===== src/rtl/seven_seg_scanner_if.sv =====
// Display-side bus of the multiplexed hex scanner: CPU display register
// inputs (nibbles, decimal points, load strobe, enable, brightness) and the
// board-facing AN/SEG pins plus status.
interface seven_seg_scanner_if #(
  parameter int NUM_DIGITS = 8,
  parameter int BRIGHT_W   = 3
);
  logic [4*NUM_DIGITS-1:0] dig;
  logic [NUM_DIGITS-1:0]   dp_mask;
  logic                    load;
  logic                    en;
  logic [BRIGHT_W-1:0]     brightness;
  logic                    pending;
  logic                    frame_tick;
  logic [NUM_DIGITS-1:0]   AN;
  logic [7:0]              SEG;

  modport master (
    output dig, dp_mask, load, en, brightness,
    input  pending, frame_tick, AN, SEG
  );

  modport slave (
    input  dig, dp_mask, load, en, brightness,
    output pending, frame_tick, AN, SEG
  );
endinterface


===== src/rtl/seven_seg_scanner.sv =====
// Multiplexed common-anode hex display scanner.
// - A prescaler divides each digit slot into SCAN_DIV cycles; digits are
//   scanned 0..NUM_DIGITS-1, one frame being a full pass.
// - Loaded values sit in a shadow register and move to the display register
//   only on a frame boundary, so a frame never mixes old and new digits.
// - Brightness gates the digit for the first (brightness+1) of 2**BRIGHT_W
//   equal phases of each slot.
// Optional: define SEVEN_SEG_LZ_BLANK_EN for leading-zero blanking.
module seven_seg_scanner #(
  parameter int NUM_DIGITS = 8,
  parameter int SCAN_DIV   = 5000,
  parameter int BRIGHT_W   = 3
) (
  input logic              clk,
  input logic              rst,
  seven_seg_scanner_if.slave bus
);

  localparam int CNT_W  = (SCAN_DIV > 1) ? $clog2(SCAN_DIV) : 1;
  localparam int IDX_W  = (NUM_DIGITS > 1) ? $clog2(NUM_DIGITS) : 1;
  localparam int PH_LEN = SCAN_DIV >> BRIGHT_W;

  // Active-low segment pattern g..a for one hex nibble.
  function automatic logic [6:0] hex7(input logic [3:0] n);
    logic [6:0] s;
    case (n)
      4'h0: s = 7'h40;  4'h1: s = 7'h79;  4'h2: s = 7'h24;  4'h3: s = 7'h30;
      4'h4: s = 7'h19;  4'h5: s = 7'h12;  4'h6: s = 7'h02;  4'h7: s = 7'h78;
      4'h8: s = 7'h00;  4'h9: s = 7'h10;  4'hA: s = 7'h08;  4'hB: s = 7'h03;
      4'hC: s = 7'h46;  4'hD: s = 7'h21;  4'hE: s = 7'h06;  default: s = 7'h0E;
    endcase
    return s;
  endfunction

  logic [CNT_W-1:0]           cnt_q, cnt_d;
  logic [IDX_W-1:0]           idx_q, idx_d;
  logic [NUM_DIGITS-1:0][3:0] shd_dig_q, shd_dig_d, dsp_dig_q, dsp_dig_d;
  logic [NUM_DIGITS-1:0]      shd_dp_q, shd_dp_d, dsp_dp_q, dsp_dp_d;
  logic                       pend_q, pend_d;
  logic                       tick_q, tick_d;
  logic [NUM_DIGITS-1:0]      an_q, an_d;
  logic [7:0]                 seg_q, seg_d;

  logic                       slot_end, frame_bnd, lit;
  logic [BRIGHT_W-1:0]        phase;
  logic [IDX_W-1:0]           top_nz;
  logic [6:0]                 seg7;

  // Prescaler, digit index and the shadow-to-display handoff.
  always_comb begin
    slot_end  = (cnt_q == CNT_W'(SCAN_DIV - 1));
    frame_bnd = slot_end && (idx_q == IDX_W'(NUM_DIGITS - 1));
    cnt_d     = slot_end ? '0 : cnt_q + 1'b1;
    idx_d     = idx_q;
    if (slot_end) idx_d = frame_bnd ? '0 : idx_q + 1'b1;
    tick_d    = frame_bnd;

    shd_dig_d = shd_dig_q;
    shd_dp_d  = shd_dp_q;
    dsp_dig_d = dsp_dig_q;
    dsp_dp_d  = dsp_dp_q;
    pend_d    = pend_q;
    if (bus.load) begin
      shd_dig_d = bus.dig;
      shd_dp_d  = bus.dp_mask;
      // A load landing on the boundary bypasses the shadow entirely.
      if (frame_bnd) begin
        dsp_dig_d = bus.dig;
        dsp_dp_d  = bus.dp_mask;
        pend_d    = 1'b0;
      end else begin
        pend_d    = 1'b1;
      end
    end else if (frame_bnd && pend_q) begin
      dsp_dig_d = shd_dig_q;
      dsp_dp_d  = shd_dp_q;
      pend_d    = 1'b0;
    end
  end

  // Next pin values from the current slot position and display register.
  always_comb begin
    phase  = BRIGHT_W'(int'(cnt_q) / PH_LEN);
    lit    = bus.en && (phase <= bus.brightness);
    seg7   = hex7(dsp_dig_q[idx_q]);
    top_nz = '0;
    for (int i = 0; i < NUM_DIGITS; i++)
      if (dsp_dig_q[i] != 4'h0) top_nz = IDX_W'(i);
`ifdef SEVEN_SEG_LZ_BLANK_EN
    // Digit 0 can never exceed top_nz, so an all-zero value still shows "0".
    if (idx_q > top_nz) seg7 = 7'h7F;
`endif
    an_d  = '1;
    seg_d = 8'hFF;
    if (lit) begin
      an_d  = ~(NUM_DIGITS'(1) << idx_q);
      seg_d = {~dsp_dp_q[idx_q], seg7};
    end
  end

  // State and output registers; reset discards any pending value.
  always_ff @(posedge clk) begin
    if (rst) begin
      cnt_q     <= '0;
      idx_q     <= '0;
      shd_dig_q <= '0;
      shd_dp_q  <= '0;
      dsp_dig_q <= '0;
      dsp_dp_q  <= '0;
      pend_q    <= 1'b0;
      tick_q    <= 1'b0;
      an_q      <= '1;
      seg_q     <= 8'hFF;
    end else begin
      cnt_q     <= cnt_d;
      idx_q     <= idx_d;
      shd_dig_q <= shd_dig_d;
      shd_dp_q  <= shd_dp_d;
      dsp_dig_q <= dsp_dig_d;
      dsp_dp_q  <= dsp_dp_d;
      pend_q    <= pend_d;
      tick_q    <= tick_d;
      an_q      <= an_d;
      seg_q     <= seg_d;
    end
  end

  assign bus.pending    = pend_q;
  assign bus.frame_tick = tick_q;
  assign bus.AN         = an_q;
  assign bus.SEG        = seg_q;

endmodule


===== src/flat_wrapper.sv =====
// flat-port wrapper written by rule: the top's interface ports become plain ports
module seven_seg_scanner_flat 
#(
  parameter int NUM_DIGITS = 8,
  parameter int SCAN_DIV   = 5000,
  parameter int BRIGHT_W   = 3
)
  (clk, rst, bus_dig, bus_dp_mask, bus_load, bus_en, bus_brightness, bus_pending, bus_frame_tick, bus_AN, bus_SEG);
  seven_seg_scanner_if #(.NUM_DIGITS(NUM_DIGITS), .BRIGHT_W(BRIGHT_W)) bus_i ();
  input logic clk;
  input logic rst;
  input wire logic [$bits(bus_i.dig)-1:0] bus_dig;
  input wire logic [$bits(bus_i.dp_mask)-1:0] bus_dp_mask;
  input wire logic [$bits(bus_i.load)-1:0] bus_load;
  input wire logic [$bits(bus_i.en)-1:0] bus_en;
  input wire logic [$bits(bus_i.brightness)-1:0] bus_brightness;
  output wire logic [$bits(bus_i.pending)-1:0] bus_pending;
  output wire logic [$bits(bus_i.frame_tick)-1:0] bus_frame_tick;
  output wire logic [$bits(bus_i.AN)-1:0] bus_AN;
  output wire logic [$bits(bus_i.SEG)-1:0] bus_SEG;
  assign bus_i.dig = bus_dig;
  assign bus_i.dp_mask = bus_dp_mask;
  assign bus_i.load = bus_load;
  assign bus_i.en = bus_en;
  assign bus_i.brightness = bus_brightness;
  assign bus_pending = bus_i.pending;
  assign bus_frame_tick = bus_i.frame_tick;
  assign bus_AN = bus_i.AN;
  assign bus_SEG = bus_i.SEG;
  seven_seg_scanner #(.NUM_DIGITS(NUM_DIGITS), .SCAN_DIV(SCAN_DIV), .BRIGHT_W(BRIGHT_W)) u_core (.clk(clk), .rst(rst), .bus(bus_i));
endmodule

===== config.mk =====
export PLATFORM = sky130hd
export DESIGN_NAME = seven_seg_scanner_flat
export DESIGN_NICKNAME = d
export VERILOG_FILES = /design/src/rtl/seven_seg_scanner_if.sv /design/src/rtl/seven_seg_scanner.sv /design/src/flat_wrapper.sv
export SDC_FILE = /design/constraint.sdc
export NUM_CORES = 1
export LEC_CHECK = 0
export ABC_CLOCK_PERIOD_IN_PS = 7970
export CORE_ASPECT_RATIO = 0.75
export CORE_MARGIN = 4
export CORE_UTILIZATION = 57
export CTS_CLUSTER_DIAMETER = 150
export DETAILED_ROUTE_END_ITERATION = 16
export PLACE_DENSITY_LB_ADDON = 0.3
export SYNTH_ARGS = -nofsm -noshare
export SYNTH_HDL_FRONTEND = slang
export SYNTH_SLANG_ARGS = --single-unit

===== constraint.sdc =====
create_clock -name clk -period 7.97 [get_ports clk]
set_clock_uncertainty 0.1 [all_clocks]
set_input_delay 1.1955 -clock clk [delete_from_list [all_inputs] [get_ports clk]]
set_output_delay 1.1955 -clock clk [all_outputs]
set_load 0.03 [all_outputs]

After elaboration in Yosys (flattened, before gate mapping)
Memories as Yosys holds them, arrays and structs flattened. A register that Yosys moved wholly into a read port is not among the register bits.
Cells that the tools add are included.
{ "classes": {"add_sub_neg": 2, "div_mod_pow": 1, "magnitude_cmp": 2, "n_eq_ne": 3, "n_shift": 1, "muxes": 14, "n_bitwise": 3, "n_reduce_logical": 7} }
{ "ops": {"columns": ["cell", "count"], "rows": [
  ["$mux 32", 3],
  ["$div 14x11->32 const B", 1],
  ["$mux 8", 3],
  ["$add 13x1->13 const B", 1],
  ["$eq 13x13->1 const B", 1],
  ["$bmux 4 s3", 1],
  ["$not 8->8", 1],
  ["$shl 1x3->8 const A", 1],
  ["$lt 3x4->1 const B", 1],
  ["$mux 1", 4],
  ["$mux 4", 1],
  ["$reduce_or 2->1", 2],
  ["$add 3x1->3 const B", 1],
  ["$bmux 1 s3", 1],
  ["$eq 3x3->1 const B", 1],
  ["$le 3x3->1", 1],
  ["$logic_and 1x1->1", 3],
  ["$mux 3", 1],
  ["$ne 2x1->1 const B", 1],
  ["$not 1->1", 2],
  ["$reduce_and 2->1", 1],
  ["$reduce_bool 2->1", 1]
]} }
{ "word_totals": {"register_bits": 114, "mem_bits_ro": 112, "inputBits": 47, "out_inout_bits": 18, "elab_cells": 58, "mem_count": 1} }
{ "mem_list": {"columns": ["memory", "depth", "word_bits", "read_ports", "rd_ports_with_merged_regs", "write_ports", "line", "text"], "rows": [
  ["(name not given)", 16, 7, 1, 1, 0, "seven_seg_scanner.sv:26", "case (n)"]
]} }

Depth between registers and ports, before layout
Gate-level depths: netlist of run 1.
{ "logic_depth": {"depth_word": 5, "depth_mapped": 27, "mapped_depth_nobuf": 25} }

Least setup slack after synthesis of run 1
Ideal clock, no wire load.
{ "synth_timing": {"path_kind": "reg2reg", "from": "reg u_core.cnt_q[5]", "to": "reg u_core.seg_q[5] (netlist: u_core.bus.SEG[5])", "setup_time_ps": 145, "t_arrival_ps": 5622, "required_time_ps": 7725, "path_slack_ps": 2103, "stages_incl_launch_ff": 26, "n_path_buf": 3, "synth_period_minus_slack_ps": 5867, "path_cell_list": "dfxtp_1 buf_6 nor4_2 o21ai_0 ha_1 nand2b_1 a221o_1 buf_2 a221oi_1 nand2_1 ha_1 a21oi_1 o221ai_1 and3_1 nor3_2 mux2_2 a211o_1 a21oi_1 ha_1 inv_1 a21o_1 a21oi_1 a31oi_1 nor3b_1 clkbuf_1 o221ai_1"} }
{ "synth_between": {"elab_chain_len": 5} }
{ "synth_lines": {"columns": ["element", "line", "text"], "rows": [
  ["start, declared", "seven_seg_scanner.sv:35", "logic [CNT_W-1:0] cnt_q, cnt_d;"],
  ["start signal, assigned", "seven_seg_scanner.sv:115", "cnt_q <= cnt_d;"],
  ["$div 14x11->32", "seven_seg_scanner.sv:83", "phase = BRIGHT_W'(int'(cnt_q) / PH_LEN);"],
  ["$le 3x3->1", "seven_seg_scanner.sv:84", "lit = bus.en && (phase <= bus.brightness);"],
  ["$logic_and 1x1->1", "seven_seg_scanner.sv:84", null],
  ["$not 1->1 (no line)", null, null],
  ["$reduce_or 2->1 (no line)", null, null],
  ["end, declared", "seven_seg_scanner.sv:42", "logic [7:0] seg_q, seg_d;"]
]} }
No other way between the ends.
A chain may end at the register's enable or synchronous reset.

Worst setup path in the final report of run 1
{ "layout_timing": {"from": "reg u_core.cnt_q[6]", "to": "reg u_core.an_q[0] (netlist: u_core.bus.AN[0])"} }
{ "layout_between": {"elab_chain_len": 5} }
{ "layout_lines": {"columns": ["element", "line", "text"], "rows": [
  ["$div 14x11->32", "seven_seg_scanner.sv:83", null],
  ["$le 3x3->1", "seven_seg_scanner.sv:84", null],
  ["$logic_and 1x1->1", "seven_seg_scanner.sv:84", null],
  ["$not 1->1 (no line)", null, null],
  ["$reduce_or 2->1 (no line)", null, null],
  ["end signal, assigned", "seven_seg_scanner.sv:123", "an_q <= an_d;"],
  ["end, declared", "seven_seg_scanner.sv:41", "logic [NUM_DIGITS-1:0] an_q, an_d;"]
]} }
No other way between the ends.

==> metrics.md, run 1 <==
| Metric | Value |
|---|---|
| Final WS setup | between 1 and 1.5 ns |
| Area delta synth->final | 19.91% |
| Top Usage Layer GRT | met1 |
| GRT Total Usage | a little over a quarter |
| Syn Area/Cell | roughly 8.4 um^2 |
| Num CTS Buffers | 17 |
| Initial antenna violation count | 0 |
| Starting Density | roughly three fifths |
| DR vias | roughly 5600 |
| Die Area | around 0.013 mm^2 |
| # port buffers | 64 |
| Period utilization | a little over four fifths |
| Slew headroom | around 29% |
| Clock sinks | 114 |
| Setup TNS | 0 ns |
| Setup Viol. Count Final | 0 |
| Cts hold-fix bufs | 0 |
| Min-delay worst type | reg2reg |
| DRC Markers | 0 |
| Post-CTS Setup Inserts | 0 |
| Bufs on Longest Clock Path | 2 |
| Met2 Use GR | a little under two fifths |
| # IOs | 65 |
| Fraction of layout cells with a size suffix above 1 | about 9% |
| RSZ-0062 raised after global routing | false |
| Final GP Congestion | about 0.94 |
| TritonRoute pass-1 iters | 6 |
| Post-Synthesis Cells | about 730 |
| Worst Setup SP | u_core.cnt_q[6] |
| Most frequent cells in the layout | nor2_1 (165), dfxtp_1 (114), clkdlybuf4s50_1 (62) |
| Placed cells | 885 |
| Post-synth ARST share | 0% |
| Critical path arrival | around 7 ns |
| Commonest non-fill, non-tap cell in the layout | nor2_1 |
| Hold Path Depth | 2 |
| Synthesized area | around 0.0062 mm^2 |
| Max H-tree Level | 4 |
| Tmin final | about 6.7 ns |
| Clock Pin Slew Worst Setup and Hold Paths | around 0.060 ns |
| Skew-Pair Late Insertion Delay | between 0.4 and 0.5 ns |
| CP Capture Type | register |
| WP data required | approximately 8.2 ns |
| FF-to-FF path depth | 26 |
| # diodes | 0 |
| GRT met1 Usage | 39.42% |
| CP Capture Point | u_core.bus.AN[0] |
| Nets | 836 |
| Register-to-register setup slack | 1.27 ns |
| CTS tree | built |
| Final ANT Viol Nets | 0 |
| Post-CTS sizing | 0 |
| WS Path Type | reg2reg |
| Die height | 97.97 um |
| Routed WL | 16.26 mm |
| Placement Rows | 32 |
| Max Transition Viols Final | 0 |
| Via/cell ratio | 6.052 |
| Sequential fraction of the synthesis area | between 30% and 40% |
| Die width | ~130 um |
| Static leakage | 2.946 nW |
| Switching part of the total power | 24.06% |
| 1st-iter DRT viols | approximately 550 |
| Number of global-route vias before repair | between 5000 and 6000 |
| CP max FO | 14 |
| Pre-CTS setup slack | between 1.5 and 2 ns |
| Setup crit start kind | register |
| VDD IR max | approximately 0.18 mV |
| MaxCap Viol Count | 0 |
| YS warnings | 0 |
| Max Clk Rate | 149.2 MHz |
| Worst Tran Pin Value | 1.041 ns |
| Synth Net Count | 797 |
| Met3 global-route usage | under 10% |
| Final hold violation count | 0 |
| Net switching power | roughly 0.00035 W |
| Top FF cell, synth | dfxtp_1 |
| Fin cells | 917 |
| Reg2Reg Launch Point | u_core.cnt_q[6] |
| Logic pwr share | under 10% |
| Number of synthesized flops with an enable pin | 0 |
| Gr ovfl total | 0 |
| Fillers | ~800 |
| Routed wire per std cell | 17.73 um |
| Power density over the cells | 196.9 mW/mm^2 |
| Clk pwr share | between 50% and 60% |
| #FFs+latches synth | 114 |
| Root Driver | clkbuf_16 |
| Sequential share of power | 40.9% |
| Core area | between 0.01 and 0.015 mm^2 |
| Synth unique cells | 77 |
| Largest net degree at the start of global routing | 89 |
| Internal power | ~0.0011 W |
| First-pass GRT wire length | roughly 27 mm |
| Worst hold margin | between 0.3 and 0.4 ns |
| Total power | between 0.001 and 0.0015 W |
| Hpwl dp | roughly 11 mm |
| RR Endpoint | u_core.bus.AN[0] |
| Status | finished, final reports clean |
layout make-up:
type	count	area, um^2	share of cell area (%)
clock inverter	15	171.4	2.324
tap	136	170.2	2.307
multi-input combinational	547	3588	48.64
clock buffer	17	425.4	5.767
inverter	19	71.32	0.9668
timing repair buffer	69	668.1	9.057
sequential	114	2282	30.94
per-layer routing:
metal  routed length, um  up-vias  share of wire [%]
met4                 155        0               0.95
met5                   0        -                  0
met2                7006      253                 43
met1                7967     2624                 49
li1                    -     2656                  -
met3                1127       17                6.9
cells by family (layout without fill, tap and decap cells):
family	after synthesis	after routing	synth area share (%)
buf+inv	68	120	4.576
simple gates	291	291	21.40
xor+xnor	22	22	3.132
compound gates	151	151	17.27
fa+ha+maj	21	21	4.271
flops	114	114	37.10
mux	62	62	12.26
cell usage after synthesis, types with 6 or more instances:
| cell | count | area [um^2] |
|---|---|---|
| clkbuf_1 | 35 | 131.4 |
| mux4_2 | 10 | 225.2 |
| buf_1 | 8 | 30.03 |
| nand2_1 | 45 | 168.9 |
| or3_1 | 7 | 43.79 |
| nor2_1 | 165 | 619.3 |
| xor2_1 | 8 | 70.07 |
| mux2i_1 | 48 | 480.5 |
| dfxtp_1 | 114 | 2282 |
| o21ai_0 | 13 | 65.06 |
| xnor2_1 | 14 | 122.6 |
| nand3_1 | 18 | 90.09 |
| ha_1 | 21 | 262.8 |
| o221ai_1 | 8 | 70.07 |
| o211ai_1 | 6 | 45.04 |
| nor3_1 | 10 | 50.05 |
| a21oi_1 | 60 | 300.3 |
| inv_1 | 17 | 63.81 |
critical path: stages, from the launching register on:
cell and delay (ns):
dfxtp_1 0.45, nor4_2 0.79, o21ai_0 0.33, ha_1 0.39, nand4b_1 0.11, o221ai_1 0.37
nand4_1 0.24, nor4_1 0.06, a221oi_1 0.34, nand2_1 0.14, ha_1 0.22, a21oi_1 0.18
o221ai_1 0.16, and3_1 0.27, nor3_2 0.32, mux2_2 0.38, a211o_1 0.26, a21oi_1 0.14
ha_1 0.16, inv_1 0.03, a21o_1 0.17, a21oi_1 0.22, a31oi_1 0.08, nor3b_1 0.18
buf_4 0.23, and2_1 0.20, nand2_1 0.07
flip-flops by register name, summed over array words and instances (netlist names), 3 cells and up:
register	flops
u_core.shd_dp_q	8
u_core.cnt_q	13
u_core.dsp_dp_q	8
u_core.bus.SEG	8
u_core.bus.AN	8
u_core.idx_q	3
u_core.shd_dig_q	32
u_core.dsp_dig_q	32
stage by stage:
| step | utilization (%) | instance area (um^2) |
|---|---|---|
| 4_1_cts | 70.87 | 7377 |
| 6_report | 70.87 | 7377 |
| 5_1_grt | 70.87 | 7377 |
| 3_5_place_dp | 65.13 | 6780 |
| 3_3_place_gp | 65.13 | 6780 |
| 2_1_floorplan | - | 6152 |
worst min-delay path by stage:
| stage | start | end | slack [ns] |
|---|---|---|---|
| global route | u_core.cnt_q[0] | u_core.cnt_q[0] | 0.41 |
| CTS | u_core.dsp_dig_q[12] | u_core.dsp_dig_q[12] | 0.39 |
| detailed placement | u_core.dsp_dig_q[12] | u_core.dsp_dig_q[12] | 0.37 |
| finish | u_core.dsp_dig_q[12] | u_core.dsp_dig_q[12] | 0.39 |
| global placement | u_core.dsp_dig_q[14] | u_core.dsp_dig_q[14] | 0.36 |
| floorplan | u_core.cnt_q[0] | u_core.cnt_q[0] | 0.34 |
power groups by stage:
stage          Sequential, W  Combinational, W  Clock (W)
2_1_floorplan       0.000607         0.0000547          0
3_3_place_gp        0.000605         0.0000966          0
3_5_place_dp        0.000605         0.0000981          0
4_1_cts             0.000593          0.000100   0.000762
5_1_grt             0.000595          0.000109   0.000795
6_report            0.000593          0.000101   0.000758
No activity file was read; power rests on OpenSTA's default activity.
==> inputs of run 2 (changes only) <==
ABC_CLOCK_PERIOD_IN_PS = 6650   (was 7970)
clock period = 6.65 ns   (was 7.97 ns; I/O delays follow)
==> metrics.md, run 2 (synthesis results as in run 1) <==
| Metric | Value |
|---|---|
| Status | finished, final reports clean |
| Fillers | roughly 800 |
| 1st-iter DRT viols | about 520 |
| DRC Markers | 0 |
| Post-CTS Setup Inserts | 0 |
| Reg area | about 0.0023 mm^2 |
| Internal power | around 0.0013 W |
| Die width | between 100 and 150 um |
| Cts hold-fix bufs | 0 |
| Area delta synth->final | 20.38% |
| FF-to-FF path depth | 23 |
| Die height | 97.97 um |
| Hpwl dp | about 12 mm |
| Skew-Pair Late Insertion Delay | approximately 0.42 ns |
| Via/cell ratio | about 6.1 |
| WP data required | 6.78 ns |
| Setup crit start kind | register |
| Core area | between 0.01 and 0.015 mm^2 |
| Final ANT Viol Nets | 0 |
| Slew headroom | roughly 22% |
| Switching part of the total power | about a quarter |
| Number of global-route vias before repair | ~5300 |
| Routed WL | ~17 mm |
| Initial antenna violation count | 0 |
| MaxCap Viol Count | 0 |
| Hold Path Depth | 2 |
| RSZ-0062 raised after global routing | false |
| Area of the multi-input gates | about 0.0036 mm^2 |
| Static leakage | just under 3 nW |
| Gr ovfl total | 0 |
| Logic pwr share | ~7.0% |
| Root Driver | clkbuf_16 |
| Net switching power | between 0.0004 and 0.0005 W |
| First-pass GRT wire length | 26.94 mm |
| Most frequent cells in the layout | nor2_1 (165), dfxtp_1 (114), clkdlybuf4s50_1 (62) |
| Placed cells | 892 |
| Clock Pin Slew Worst Setup and Hold Paths | approximately 0.060 ns |
| Fraction of layout cells with a size suffix above 1 | 9.898% |
| Final GP Congestion | 0.8845 |
| Setup TNS | 0 ns |
| Final hold violation count | 0 |
| TritonRoute pass-1 iters | 8 |
| # port buffers | 64 |
| Post-DP Area | 0.006833 mm^2 |
| Die Area | between 0.01 and 0.015 mm^2 |
| Placement Rows | 32 |
| Biggest regs | u_core.dsp_dig_q x32, u_core.shd_dig_q x32, u_core.cnt_q x13 |
| Fin util | 71.14% |
| Commonest non-fill, non-tap cell in the layout | nor2_1 |
| Setup Viol. Count Final | 0 |
| Max Transition Viols Final | 0 |
| Post-route cell area | 0.007406 mm^2 |
| WS Path Type | reg2reg |
| VDD IR max | around 0.21 mV |
| Largest net degree at the start of global routing | around 90 |
| Clk pwr share | between 50% and 60% |
| Bufs on Longest Clock Path | 2 |
| Post-CTS sizing | 0 |
| CP max FO | 14 |
| Routed wire per std cell | approximately 18 um |
| Critical path arrival | around 6.2 ns |
| Max Clk Rate | ~160 MHz |
| CP Capture Type | register |
| # IOs | 65 |
| Tmin final | ~6.1 ns |
| Nets | around 840 |
| DR vias | approximately 5600 |
| Max H-tree Level | 4 |
| GRT Total Usage | a little over a quarter |
| Power density over the cells | 230.5 mW/mm^2 |
| Period utilization | between 90 and 100% |
| Sequential share of power | about two fifths |
| Min-delay worst type | reg2reg |
| Num CTS Buffers | 17 |
| # diodes | 0 |
| Worst Tran Pin Value | approximately 1.1 ns |
| Fin cells | approximately 920 |
| Starting Density | between 50% and 60% |
| CTS tree | built |
| Clock sinks | ~110 |
==> run 2: cell count changes in the layout (fill, tap and decap cells not counted) <==
cell        previous run  this run
inv_6                  6         5
bufinv_16              2         1
clkinvlp_4             1         2
buf_4                  5        12
clkinv_4               4         3
clkinv_2               1         2
inv_8                  1         2
==> run 2: layout make-up <==
class / instances / share of cell area [%]
timing repair buffer: 76 / 9.731
tap: 136 / 2.298
inverter: 19 / 0.9630
multi-input combinational: 547 / 48.45
sequential: 114 / 30.82
clock inverter: 15 / 1.994
clock buffer: 17 / 5.744
==> run 2: per-stage QoR <==
step | hold slack (ns) | setup slack [ns] | power [W]
CTS | 0.3873 | 0.6284 | 0.001713
floorplan | 0.3381 | 0.7834 | 0.0007934
detailed placement | 0.3731 | 0.6384 | 0.0008443
global placement | 0.3618 | 0.9243 | 0.0008422
finish | 0.3902 | 0.5603 | 0.001707
global route | 0.4154 | 0.03133 | 0.001763
==> run 2: metal layers <==
metal	GRT usage (%)	share of wire [%]
met1	39.17	48
met5	0	0
met4	9.462	1.7
met3	8.201	7.6
met2	37.17	42
==> run 2: final timing paths <==
| kind | start | to | slack, ns |
|---|---|---|---|
| max | u_core.cnt_q[4] | u_core.bus.SEG[2] | 0.56 |
| min | u_core.shd_dp_q[6] | u_core.shd_dp_q[6] | 0.39 |
| max reg2reg | u_core.cnt_q[4] | u_core.bus.SEG[2] | 0.56 |
| min reg2reg | u_core.shd_dp_q[6] | u_core.shd_dp_q[6] | 0.39 |
==> run 2: worst max-delay path: stages, from the launching register on <==
cell and delay [ns]:
dfxtp_1 0.65, nor4_2 0.11, o21ai_0 0.34, ha_1 0.32, nand2b_1 0.18, a221o_1 0.44
a221oi_1 0.50, nand2_1 0.15, ha_1 0.22, a21oi_1 0.19, o221ai_1 0.16, and3_1 0.27
nor3_2 0.33, mux2_2 0.38, a211o_1 0.26, a21oi_1 0.13, ha_1 0.15, inv_1 0.04
a21o_1 0.17, a21oi_1 0.14, a31oi_1 0.05, nor3b_1 0.19, buf_4 0.22, o311ai_0 0.19
==> run 2: power by group through the flow <==
stage | Clock (W) | Combinational, W | Sequential [W]
finish | 0.000875 | 0.000119 | 0.000712
global route | 0.000918 | 0.000131 | 0.000714
detailed placement | 0 | 0.000118 | 0.000726
global placement | 0 | 0.000116 | 0.000726
floorplan | 0 | 0.0000655 | 0.000728
CTS | 0.000882 | 0.000119 | 0.000712
==> inputs of run 3 (changes only) <==
ABC_AREA = 1   (was default)
==> metrics.md, run 3 <==
| Metric | Value |
|---|---|
| Status | finished, final reports clean |
| Internal power | ~0.0013 W |
| Fraction of layout cells with a size suffix above 1 | between 10% and 20% |
| Static leakage | approximately 3.4 nW |
| Synth top area cells | dfxtp_1 (36%), nand2_1 (11%), mux2i_1 (6.4%) |
| Skew-Pair Late Insertion Delay | 0.40 ns |
| Period utilization | around 70% |
| Sequential share of power | 41.6% |
| RSZ-0062 raised after global routing | false |
| Setup TNS | 0 ns |
| Slew headroom | between 40% and 50% |
| DR vias | ~5800 |
| Cts hold-fix bufs | 0 |
| # port buffers | 64 |
| Gr ovfl total | 0 |
| #FFs+latches synth | between 100 and 150 |
| Synthesized area | 0.006299 mm^2 |
| Syn Area/Cell | 7.190 um^2 |
| Critical path arrival | 4.87 ns |
| Fillers | ~850 |
| Number of synthesized flops with an enable pin | 0 |
| Post-Synthesis Cells | ~880 |
| Bufs on Longest Clock Path | 2 |
| Max Clk Rate | ~210 MHz |
| Min-delay worst type | reg2reg |
| Clk pwr share | around 51% |
| Most frequent CP cell | nand2_1 |
| Post-synth ARST share | 0% |
| Area delta synth->final | 19.90% |
| Cell taking the most area after synthesis | dfxtp_1 |
| CTS tree | built |
| Clock sinks | around 110 |
| Final ANT Viol Nets | 0 |
| Logic pwr share | about 7.3% |
| Setup crit start kind | register |
| Placement Rows | 32 |
| Net switching power | roughly 0.00038 W |
| Number of global-route vias before repair | 5139 |
| Starting Density | roughly three fifths |
| Die width | about 130 um |
| Setup Viol. Count Final | 0 |
| Area of the multi-input gates | approximately 0.0034 mm^2 |
| WS Path Type | reg2reg |
| Top FF cell, synth | dfxtp_1 |
| WP data required | about 6.8 ns |
| Num CTS Buffers | 17 |
| Final GP Congestion | 0.8940 |
| CP max FO | 14 |
| Clock Pin Slew Worst Setup and Hold Paths | approximately 0.050 ns |
| TritonRoute pass-1 iters | 6 |
| MaxCap Viol Count | 0 |
| Commonest non-fill, non-tap cell in the layout | nand2_1 |
| # IOs | 65 |
| Biggest regs | u_core.dsp_dig_q x32, u_core.shd_dig_q x32, u_core.cnt_q x13 |
| Switching part of the total power | 22.24% |
| Tmin final | 4.722 ns |
| Die Area | ~0.013 mm^2 |
| Sequential fraction of the synthesis area | around 36% |
| Post-CTS Setup Inserts | 0 |
| Max Transition Viols Final | 0 |
| Most frequent cells in the layout | nand2_1 (188), dfxtp_1 (114), inv_1 (97) |
| Synth top area share | 36.23% |
| Core area | around 0.011 mm^2 |
| Synth cell count leaders | nand2_1 (188), dfxtp_1 (114), inv_1 (97) |
| Nets | 994 |
| Reg area | 0.002282 mm^2 |
| VDD IR max | around 0.19 mV |
| DRC Markers | 0 |
| Critical-path top delay cell | dfxtp_1 |
| Critical Path Max Stage Delay | about 0.39 ns |
| Largest net degree at the start of global routing | 43 |
| Via/cell ratio | between 5 and 6 |
| Hpwl dp | slightly above 10 mm |
| Synth unique cells | 45 |
| Max H-tree Level | 4 |
| # diodes | 0 |
| Synth Net Count | ~940 |
| Routed wire per std cell | roughly 14 um |
| CP Capture Type | register |
| Final hold violation count | 0 |
| Die height | between 90 and 100 um |
| Initial antenna violation count | 0 |
| Final WS setup | 1.928 ns |
| Worst Tran Pin Value | just over 0.8 ns |
| Power density over the cells | approximately 230 mW/mm^2 |
| First-pass GRT wire length | around 25 mm |
| Count leader, synth | nand2_1 |
| GRT Total Usage | a little under a quarter |
| 1st-iter DRT viols | ~620 |
| Pre-CTS setup slack | between 2 and 2.5 ns |
| Root Driver | clkbuf_16 |
| Routed WL | between 10 and 15 mm |
| YS warnings | 0 |
| Post-CTS sizing | 0 |
run 3: final cells by class:
| class | count | share of cell area (%) |
|---|---|---|
| timing repair buffer | 69 | 8.913 |
| clock buffer | 21 | 6.097 |
| tap | 136 | 2.253 |
| multi-input combinational | 615 | 45.63 |
| clock inverter | 10 | 1.458 |
| inverter | 109 | 5.434 |
| sequential | 114 | 30.22 |
run 3: metal layers:
metal,vias up,part of all wire [%],GRT usage [%]
met5,-,0,0
met4,0,1.3,7.264
met3,19,7.3,4.442
met2,222,42,34.04
met1,2585,49,35.67
li1,2924,-,-
run 3: per-stage QoR:
step / area (um^2) / utilization (%) / hold slack [ns] / instances / power [W]
global route: 7552 / 71.72 / 0.3511 / 1074 / 0.001760
floorplan: 6299 / - / 0.3172 / 876 / 0.0007969
global placement: 6982 / 66.30 / 0.3273 / 1043 / 0.0008435
detailed placement: 6982 / 66.30 / 0.3285 / 1043 / 0.0008464
finish: 7552 / 71.72 / 0.3369 / 1074 / 0.001704
CTS: 7552 / 71.72 / 0.3362 / 1074 / 0.001713
run 3: power by group through the flow:
stage	Combinational [W]	Clock, W	Sequential (W)
after CTS	0.000125	0.000880	0.000709
after global placement	0.000121	0	0.000722
final	0.000124	0.000870	0.000709
after floorplan	0.0000697	0	0.000727
after detailed placement	0.000123	0	0.000723
after global routing	0.000138	0.000911	0.000710
run 3: worst max-delay path, delay by kind of cell, from the launching register on:
family | cells | cell delay [ns]
AND/OR/NAND/NOR | 19 | 2.73
AO/OA/AOI/OAI | 4 | 0.45
adder cells (fa/ha/maj) | 3 | 0.62
buffers and inverters | 2 | 0.26
flip-flops | 1 | 0.39
run 3: cells by family (layout without fill, tap and decap cells):
| family | count (synthesis) | in the layout | share of synthesized area [%] |
|---|---|---|---|
| fa+ha+maj | 21 | 21 | 4.172 |
| flops | 114 | 114 | 36.23 |
| mux | 40 | 40 | 6.357 |
| xor+xnor | 12 | 12 | 1.669 |
| buf+inv | 147 | 209 | 9.098 |
| compound gates | 132 | 132 | 11.38 |
| simple gates | 410 | 410 | 31.09 |
run 3: path summary, 6_finish.rpt:
check	start	endpoint	slack [ns]	depth (start not counted)
hold reg to reg	u_core.dsp_dig_q[3]	u_core.dsp_dig_q[3]	0.34	2
hold / removal	u_core.dsp_dig_q[3]	u_core.dsp_dig_q[3]	0.34	2
setup reg to reg	u_core.cnt_q[5]	u_core.bus.SEG[7]	1.93	28
setup / recovery	u_core.cnt_q[5]	u_core.bus.SEG[7]	1.93	28
